<file path="config.mk">
export PLATFORM = sky130hd
export DESIGN_NAME = vga_sync_gen
export DESIGN_NICKNAME = d
export VERILOG_FILES = /design/src/rtl/vga_sync_gen.sv
export SDC_FILE = /design/constraint.sdc
export NUM_CORES = 1
export LEC_CHECK = 0
export BUFFER_PORTS_ARGS = -buffer_cell sky130_fd_sc_hd__buf_2
export CORE_UTILIZATION = 35
export CTS_BUF_LIST = sky130_fd_sc_hd__clkbuf_8
export CTS_CLUSTER_DIAMETER = 100
export DETAILED_ROUTE_END_ITERATION = 7
export GPL_TIMING_DRIVEN = 0
export PLACE_DENSITY = 0.56
export SYNTH_ARGS = -nofsm -noshare
export SYNTH_HDL_FRONTEND = slang
export SYNTH_SLANG_ARGS = --single-unit
</file>
<file path="constraint.sdc">
create_clock -name clk -period 3.1 [get_ports clk]
set_input_delay 0.62 -clock clk [delete_from_list [all_inputs] [get_ports clk]]
set_output_delay 0.62 -clock clk [all_outputs]
set_load 0.01 [all_outputs]
</file>
<file path="src/rtl/vga_sync_gen.sv">
// -----------------------------------------------------------------------------
// vga_sync_gen
//
// Purpose
//   Generates 640x480@60Hz VGA timing from the 100 MHz board clock. A clock
//   divider produces one pixel slot every CLK_DIV system clocks. Horizontal and
//   vertical counters walk the full raster, including the blanking intervals.
//   The module emits the pixel coordinates, the blanking flag, both sync pins
//   and a once-per-frame strobe that game logic can use as its update tick.
//
// Ports
//   clk         in   1   system clock (100 MHz)
//   reset       in   1   synchronous reset, active low (asserted when 0)
//   hsync       out  1   horizontal sync, registered, active level SYNC_POL
//   vsync       out  1   vertical sync, registered, active level SYNC_POL
//   video_on    out  1   high while (x < H_DISP) && (y < V_DISP)
//   p_tick      out  1   one-clk strobe in the last clk of each pixel slot
//   x           out  10  current pixel column, 0..H_TOTAL-1
//   y           out  10  current line, 0..V_TOTAL-1
//   frame_tick  out  1   one-clk strobe in the first clk of pixel (0, FRAME_LINE)
//
// Timing notes
//   All outputs are flops. The sync, blanking and strobe flags are decoded from
//   the *next* counter values (the _d side), so they change on the same edge as
//   x/y. A downstream stage therefore never sees the flags and the coordinates
//   disagree, and there is no combinational path from counters to pins.
// -----------------------------------------------------------------------------
module vga_sync_gen #(
  parameter int CLK_DIV    = 4,    // clk cycles per pixel, must be >= 2
  parameter int H_DISP     = 640,
  parameter int H_FP       = 16,
  parameter int H_SYNC     = 96,
  parameter int H_BP       = 48,
  parameter int V_DISP     = 480,
  parameter int V_FP       = 10,
  parameter int V_SYNC     = 2,
  parameter int V_BP       = 33,
  parameter int SYNC_POL   = 0,    // 0 = active-low sync pulses
  parameter int FRAME_LINE = 481
) (
  input  logic       clk,
  input  logic       reset,
  output logic       hsync,
  output logic       vsync,
  output logic       video_on,
  output logic       p_tick,
  output logic [9:0] x,
  output logic [9:0] y,
  output logic       frame_tick
);

  // ---------------------------------------------------------------------------
  // Derived geometry. Everything compared against the 10-bit counters is cast
  // to 10 bits once here so the decode logic below stays width-clean.
  // ---------------------------------------------------------------------------
  localparam int H_TOTAL = H_DISP + H_FP + H_SYNC + H_BP;
  localparam int V_TOTAL = V_DISP + V_FP + V_SYNC + V_BP;
  localparam int DIV_W   = (CLK_DIV > 2) ? $clog2(CLK_DIV) : 1;

  localparam logic [DIV_W-1:0] DIV_LAST = DIV_W'(CLK_DIV - 1);

  localparam logic [9:0] X_LAST   = 10'(H_TOTAL - 1);
  localparam logic [9:0] Y_LAST   = 10'(V_TOTAL - 1);
  localparam logic [9:0] X_DISP   = 10'(H_DISP);
  localparam logic [9:0] Y_DISP   = 10'(V_DISP);
  localparam logic [9:0] HS_FIRST = 10'(H_DISP + H_FP);
  localparam logic [9:0] HS_LAST  = 10'(H_DISP + H_FP + H_SYNC - 1);
  localparam logic [9:0] VS_FIRST = 10'(V_DISP + V_FP);
  localparam logic [9:0] VS_LAST  = 10'(V_DISP + V_FP + V_SYNC - 1);
  localparam logic [9:0] FRAME_Y  = 10'(FRAME_LINE);

  localparam logic SYNC_ACT  = (SYNC_POL != 0);
  localparam logic SYNC_IDLE = ~SYNC_ACT;

  // ---------------------------------------------------------------------------
  // State
  // ---------------------------------------------------------------------------
  logic [DIV_W-1:0] div_q, div_d;
  logic [9:0]       x_q, x_d;
  logic [9:0]       y_q, y_d;
  logic             p_tick_q, p_tick_d;
  logic             hsync_q, hsync_d;
  logic             vsync_q, vsync_d;
  logic             video_on_q, video_on_d;
  logic             frame_tick_q, frame_tick_d;

  // True during the last clk of a pixel slot; the counters step on the edge
  // that ends this clk.
  logic             advance;
  logic             x_wrap;

  // ---------------------------------------------------------------------------
  // Next-state logic
  // ---------------------------------------------------------------------------
  always_comb begin
    advance = (div_q == DIV_LAST);
    x_wrap  = advance && (x_q == X_LAST);

    // Pixel-rate divider. Wrapped explicitly so non-power-of-two CLK_DIV works.
    div_d = advance ? '0 : div_q + 1'b1;

    // Raster counters. y only moves when x wraps, so both wrap on one edge at
    // the bottom-right corner.
    x_d = x_q;
    y_d = y_q;
    if (advance) begin
      if (x_q == X_LAST) begin
        x_d = '0;
        y_d = (y_q == Y_LAST) ? '0 : y_q + 10'd1;
      end else begin
        x_d = x_q + 10'd1;
      end
    end

    // p_tick marks the clk in which div sits at its last count, so it is
    // decoded from the divider value that will be loaded on this edge.
    p_tick_d = (div_d == DIV_LAST);

    // Sync and blanking decodes from the values x/y take on this edge.
    hsync_d    = ((x_d >= HS_FIRST) && (x_d <= HS_LAST)) ? SYNC_ACT : SYNC_IDLE;
    vsync_d    = ((y_d >= VS_FIRST) && (y_d <= VS_LAST)) ? SYNC_ACT : SYNC_IDLE;
    video_on_d = (x_d < X_DISP) && (y_d < Y_DISP);

    // Fires only on the edge that enters (0, FRAME_LINE). Gating with advance
    // keeps it to the first clk of that pixel rather than all CLK_DIV clks.
    frame_tick_d = advance && (x_d == 10'd0) && (y_d == FRAME_Y);
  end

  // ---------------------------------------------------------------------------
  // Registers
  // ---------------------------------------------------------------------------
  always_ff @(posedge clk) begin
    if (!reset) begin
      div_q        <= '0;
      x_q          <= '0;
      y_q          <= '0;
      p_tick_q     <= 1'b0;
      hsync_q      <= SYNC_IDLE;
      vsync_q      <= SYNC_IDLE;
      video_on_q   <= 1'b0;
      frame_tick_q <= 1'b0;
    end else begin
      div_q        <= div_d;
      x_q          <= x_d;
      y_q          <= y_d;
      p_tick_q     <= p_tick_d;
      hsync_q      <= hsync_d;
      vsync_q      <= vsync_d;
      video_on_q   <= video_on_d;
      frame_tick_q <= frame_tick_d;
    end
  end

  // ---------------------------------------------------------------------------
  // Outputs
  // ---------------------------------------------------------------------------
  assign x          = x_q;
  assign y          = y_q;
  assign p_tick     = p_tick_q;
  assign hsync      = hsync_q;
  assign vsync      = vsync_q;
  assign video_on   = video_on_q;
  assign frame_tick = frame_tick_q;

endmodule
</file>
==> results of run 1 <==
## cell usage in the layout, fill, tap and decap left out, types with 4 or more instances in the layout
master	synthesis	final
inv_1	5	5
and2_1	10	10
and3_1	6	6
buf_2	2	28
xnor2_1	11	11
a21oi_1	5	5
buf_4	4	4
nand3_1	9	9
nor2b_1	9	9
nand2_1	22	22
dfxtp_1	27	27
nor3_1	4	4
nand4_1	9	9
nor2_1	11	11
ha_1	5	5
o21ai_0	6	6
clkbuf_1	5	5
## kinds of logic after synthesis
| group | count (synthesis) | share of synthesized area (%) |
|---|---|---|
| adders and majority gates | 5 | 3.647 |
| AOI/OAI and AO/OA | 33 | 13.13 |
| buffers and inverters | 17 | 5.179 |
| xor gates and xnor gates | 14 | 7.148 |
| muxes | 1 | 0.5835 |
| and+or+nand+nor | 108 | 38.80 |
| DFF | 27 | 31.51 |
## registers in the layout, summed over array words and instances (netlist names)
signal and cells:
x 10, y 10, div_q 2, frame_tick 1, hsync 1, p_tick 1, video_on 1, vsync 1
## power by group
group / leakage, nW / switching [mW] / total [mW] / internal [mW]
Combinational: 0.506 / 0.0176 / 0.0294 / 0.0118
Clock: 0.0255 / 0.118 / 0.209 / 0.0904
Sequential: 0.219 / 0.00432 / 0.357 / 0.353
Total: 0.750 / 0.140 / 0.595 / 0.455
## metal layers
layer / wire length, um / part of all wire [%] / global-route usage (%)
met4: 23 / 0.54 / 2.614
met1: 2062 / 48 / 24.42
met2: 2008 / 47 / 28.72
met3: 157 / 3.7 / 2.917
met5: 0 / 0 / 0
## worst paths after layout
path / start / end / slack (ns) / cells after the start
worst min register to register: div_q[0] / div_q[0] / 0.46 / 1
worst max register to register: x[0] / frame_tick / 0.52 / 7
worst min-delay path: div_q[0] / div_q[0] / 0.46 / 1
worst max-delay path: x[0] / frame_tick / 0.52 / 7
## area by class of cell
type / instances / area, sq um
Clock buffer: 3 / 41.29
Fill cell: 496 / 2748
Tap cell: 67 / 83.83
Buffer: 12 / 70.07
Sequential cell: 27 / 540.5
Timing Repair Buffer: 26 / 130.1
Inverter: 5 / 18.77
Clock inverter: 1 / 5.005
Multi-Input combinational cell: 161 / 1086
==> flow_summary.yaml, run 1 <==
timing:
  hold_violations: 0
  setup_viol: 0
  skew_ns: 0.002809
  timing.slew.headroom_pct: 63.16
  worst_pin_slew_ns: 0.5456
  rsz0062_at_grt: "no"
  fin_hold_ws_ns: 0.4618
  max_freq_ghz: 0.3871
  min_period_ns: 2.583
  period_share_pct: 83.34
  finalMaxSlewViolations: 0
  setup_tns_ns: 0
  setup_ws_ns: 0.5166
routing:
  vias_per_cell: 5.228
  antenna_left: 0
  vias: 1579
  wl_per_cell_um: 14.08
  drtIter0Drc: 71
  wl_mm: 4.252
  firstDrtPassIters: 4
  drc: 0
clocking:
  cts_resized: 0
  clockRootBuffer: "clkbuf_8"
  clkTransAtPathRegs_ns: 0.10
  cts_buffers: 3
  clk_path_buf_depth: 2
  cts.sinks: 27
  holdBufCountCts: 0
  clkLatencyLatePin_ns: 0.28
  cts_tree: "done"
  post_cts_buffers: 0
  htree_levels: 1
worst_setup_path:
  critical_path_class: "reg -> reg"
  cp_data_arrival_time_ns: 2.77
  end_kind: "flip-flop"
  cp_num_buf_inv: 0
  path_cells: "ha_1 > and3b_1 > nand3_1 > nor2_1 > a2bb2oi_1 > or4_4 > nor4_2"
  slowest_stage: "or4_4"
  critPathRequiredTime_ns: 3.29
  crit_fanout: 6
  cp_top_family: "simple AND/OR/NAND/NOR gates"
  startpoint_type: "flip-flop"
  cpPeakStageDelay_ns: 0.51
placed_design:
  dpl_cell_area_sq_mm: 0.001929
  dp_cells: 298
  io_buffers: 26
  dp_hpwl_mm: 3.161
  gp_congestion: 0.8438
  post-place-ws_ns: 0.5520
synthesis:
  synth_most_common_cell: "dfxtp_1"
  ys_seq_elements: 27
  syn_area_sq_mm: 0.001715
  postSynthCellCount: 205
  synth_area_leaders: "dfxtp_1 (32%), xnor2_1 (5.6%), nand2_1 (4.8%)"
  synthArstFlopShare_pct: 0
  synthesis.nets: 212
  yosys-top-cells-count: "dfxtp_1 (27), nand2_1 (22), nor2_1 (11), xnor2_1 (11), and2_1 (10)"
  avgSynthCellArea_sq_um: 8.368
  yosysSeqAreaShare_pct: 31.51
  yosys.area.top_type_share_pct: 31.51
  yosys.area.top_type: "dfxtp_1"
  yosysWarningCount: 0
  ys.flop_type: "dfxtp_1"
  synth-edff-count: 0
  synthDistinctLibCells: 56
pwr:
  finalPower_uw: 595.0
  p_per_area_mw_per_mm2: 301.2
  p_leak_nw: 0.7496
  ir_worst_vdd_v: 0.0002021
worst_hold_path:
  holdCritPathClass: "reg -> reg"
floorplan:
  coreArea_sq_mm: 0.004723
  rows: 25
  io_pins: 27
  start_util_pct: 36.32
  die_y_um: 72.01
  die-area_sq_mm: 0.005185
  die_w_um: 72.01
global_routing:
  grt-ovfl-total: 0
  grt_pass1_wl_mm: 6.989
  grt_start_max_net_pins: 16
  grt_usage_pct: 17.42
  grt_pass1_vias: 1386
  antenna_found_initial: 0
cells_and_area:
  finalNetCount: 243
  diodes: 0
  fin_cells: 302
  fin_util_pct: 41.83
  drive_gt1_share_pct: 20.43
  area_growth_pct: 15.17
  final_area_sq_mm: 0.001976
status:
  status: "completed"
job:
  cap_viol_max_count: 0
Power figures use the tool's default switching activity.
==> run 2: changes to the inputs <==
--- a/config.mk
+++ b/config.mk
@@ -11,7 +11,7 @@
 export CTS_CLUSTER_DIAMETER = 100
 export DETAILED_ROUTE_END_ITERATION = 7
 export GPL_TIMING_DRIVEN = 0
-export PLACE_DENSITY = 0.56
+export PLACE_DENSITY = 0.58
 export SYNTH_ARGS = -nofsm -noshare
 export SYNTH_HDL_FRONTEND = slang
 export SYNTH_SLANG_ARGS = --single-unit
==> constraint.sdc (replaced) <==
create_clock -name clk -period 2.31 [get_ports clk]
set_input_delay 0.462 -clock clk [delete_from_list [all_inputs] [get_ports clk]]
set_output_delay 0.462 -clock clk [all_outputs]
set_load 0.01 [all_outputs]
==> run 2 against run 1 <==
The run now ends with setup timing left. Die area unchanged. Critical path depth increased by 3. Clock power increased by 27%. Final cell count increased by 2.0%. Sequential power increased by 35%. Wire length decreased by 2.4%. Combinational power increased by 42%. Maximum frequency increased by 11%. Clock-buffer cell count unchanged.
==> flow_summary.yaml, run 2 (synthesis results as in run 1) <==
status:
  status: "finished with violations"
  violations: "setup timing"
routing:
  vias: 1579
  vias_per_cell: 5.127
  antenna_left: 0
  drtIter0Drc: 63
  firstDrtPassIters: 4
  wl_mm: 4.151
  drc: 0
  wl_per_cell_um: 13.48
clocking:
  clkTransAtPathRegs_ns: 0.09
  clockRootBuffer: "clkbuf_8"
  htree_levels: 1
  cts_tree: "done"
  cts.sinks: 27
  cts_buffers: 3
  clk_path_buf_depth: 2
  clkLatencyLatePin_ns: 0.27
  holdBufCountCts: 0
cells_and_area:
  final_cell_mix: "buf_2 (27), nand2_1 (22), dfxtp_1 (21)"
  finalNetCount: 249
  drive_gt1_share_pct: 30.29
  fin_util_pct: 44.79
  area_growth_pct: 23.34
  layout_commonest_cell: "buf_2"
  diodes: 0
  fillers: 461
worst_setup_path:
  critPathRequiredTime_ns: 2.45
  end_kind: "flip-flop"
  cp_data_arrival_time_ns: 2.48
  critPathLaunch: "y[0]"
  startpoint_type: "flip-flop"
  ff2ff_setup_slack_ns: -0.02
  reg2regPathDepth: 10
  crit_fanout: 4
  setup.worst_path.end: "vsync"
  r2r_start: "y[0]"
  r2r_end: "vsync"
  critical_path_class: "reg -> reg"
worst_hold_path:
  holdCritPathClass: "reg -> reg"
timing:
  setup_viol: 1
  skew_ns: 0.004438
  max_freq_ghz: 0.4286
  rsz0062_at_grt: "yes"
  min_period_ns: 2.333
  hold_violations: 0
  setup_ws_ns: -0.02318
  period_share_pct: 101.0
  worst_pin_slew_ns: 0.6593
  timing.slew.headroom_pct: 55.49
  finalMaxSlewViolations: 0
pwr:
  ir_worst_vdd_v: 0.0002178
  finalPower_uw: 787.5
  p_per_area_mw_per_mm2: 372.2
  p_leak_nw: 0.7979
global_routing:
  grt_pass1_vias: 1410
  antenna_found_initial: 0
  grt-ovfl-total: 0
  grt_pass1_wl_mm: 6.706
  grt_start_max_net_pins: 15
  grt_usage_pct: 16.37
floorplan:
  coreArea_sq_mm: 0.004723
  rows: 25
  die_w_um: 72.01
  start_util_pct: 36.32
  io_pins: 27
  die_y_um: 72.01
  die-area_sq_mm: 0.005185
job:
  cap_viol_max_count: 0
placed_design:
  gp_congestion: 0.8687
  io_buffers: 26
  dp_hpwl_mm: 3.076
## run 2: changes by cell type in the layout (fill, tap and decap cells not counted), sizes merged
cell,change
clkinv,-1
inv,+1
buf,+6
## run 2: final cells by class
class	instances	area [sq um]	share of cell area [%]
flip-flops and latches	27	550.5	26.02
well taps	67	83.83	3.962
clock buffers	3	41.29	1.952
repair buffers	32	192.7	9.107
clock inverters	1	3.754	0.1774
inverters	5	21.27	1.005
plain buffers	12	81.33	3.844
multi-input cells	161	1141	53.93
## run 2: critical path: stages, from the launching register on
cell	delay, ns
dfxtp_2	0.34
buf_6	0.12
inv_4	0.05
ha_4	0.11
nand4_1	0.13
nor4_4	0.34
clkbuf_16	0.21
and3_4	0.17
a31oi_2	0.03
or4_4	0.50
nand4b_1	0.20
## run 2: worst min-delay path by stage
stage / startpoint / end / slack (ns) / depth (start not counted)
finish: div_q[0] / div_q[0] / 0.46 / 1
global route: div_q[0] / div_q[0] / 0.49 / 1
CTS: div_q[0] / div_q[0] / 0.52 / 1
detailed placement: div_q[0] / div_q[0] / 0.45 / 1
global placement: div_q[0] / div_q[0] / 0.44 / 1
floorplan: div_q[0] / div_q[0] / 0.43 / 1
## run 2: per-layer routing
| metal | vias to the layer above | share of wire, % | global-route usage [%] |
|---|---|---|---|
| met5 | - | 0 | 0 |
| met3 | 2 | 2.8 | 2.639 |
| met4 | 0 | 0.51 | 5.229 |
| met1 | 743 | 50 | 22.92 |
| li1 | 805 | - | - |
| met2 | 29 | 47 | 25.79 |
## run 2: timing repair
action | CTS | global route
buffers inserted | 1 | 5
pin swaps | 3 | 7
endpoints found under the setup margin | 3 | 3
gates resized for setup | 10 | 20
## run 2: stage by stage
stage	instance area (sq um)	std cells	TNS (ns)	setup slack, ns	hold WS [ns]
floorplan	1715	205	0	0.08367	0.4260
global placement	1929	298	-0.3201	-0.1762	0.4436
detailed placement	1929	298	-0.2798	-0.1274	0.4491
CTS	2012	303	0	0.005489	0.5203
global route	2116	308	-0.2160	-0.1454	0.4851
finish	2116	308	-0.02318	-0.02318	0.4610
## run 2: power breakdown
group          switching (mW)  internal, mW  total (mW)
registers             0.00780         0.473       0.481
logic                  0.0237        0.0181      0.0417
clock network           0.146         0.119       0.265
total                   0.177         0.610       0.787
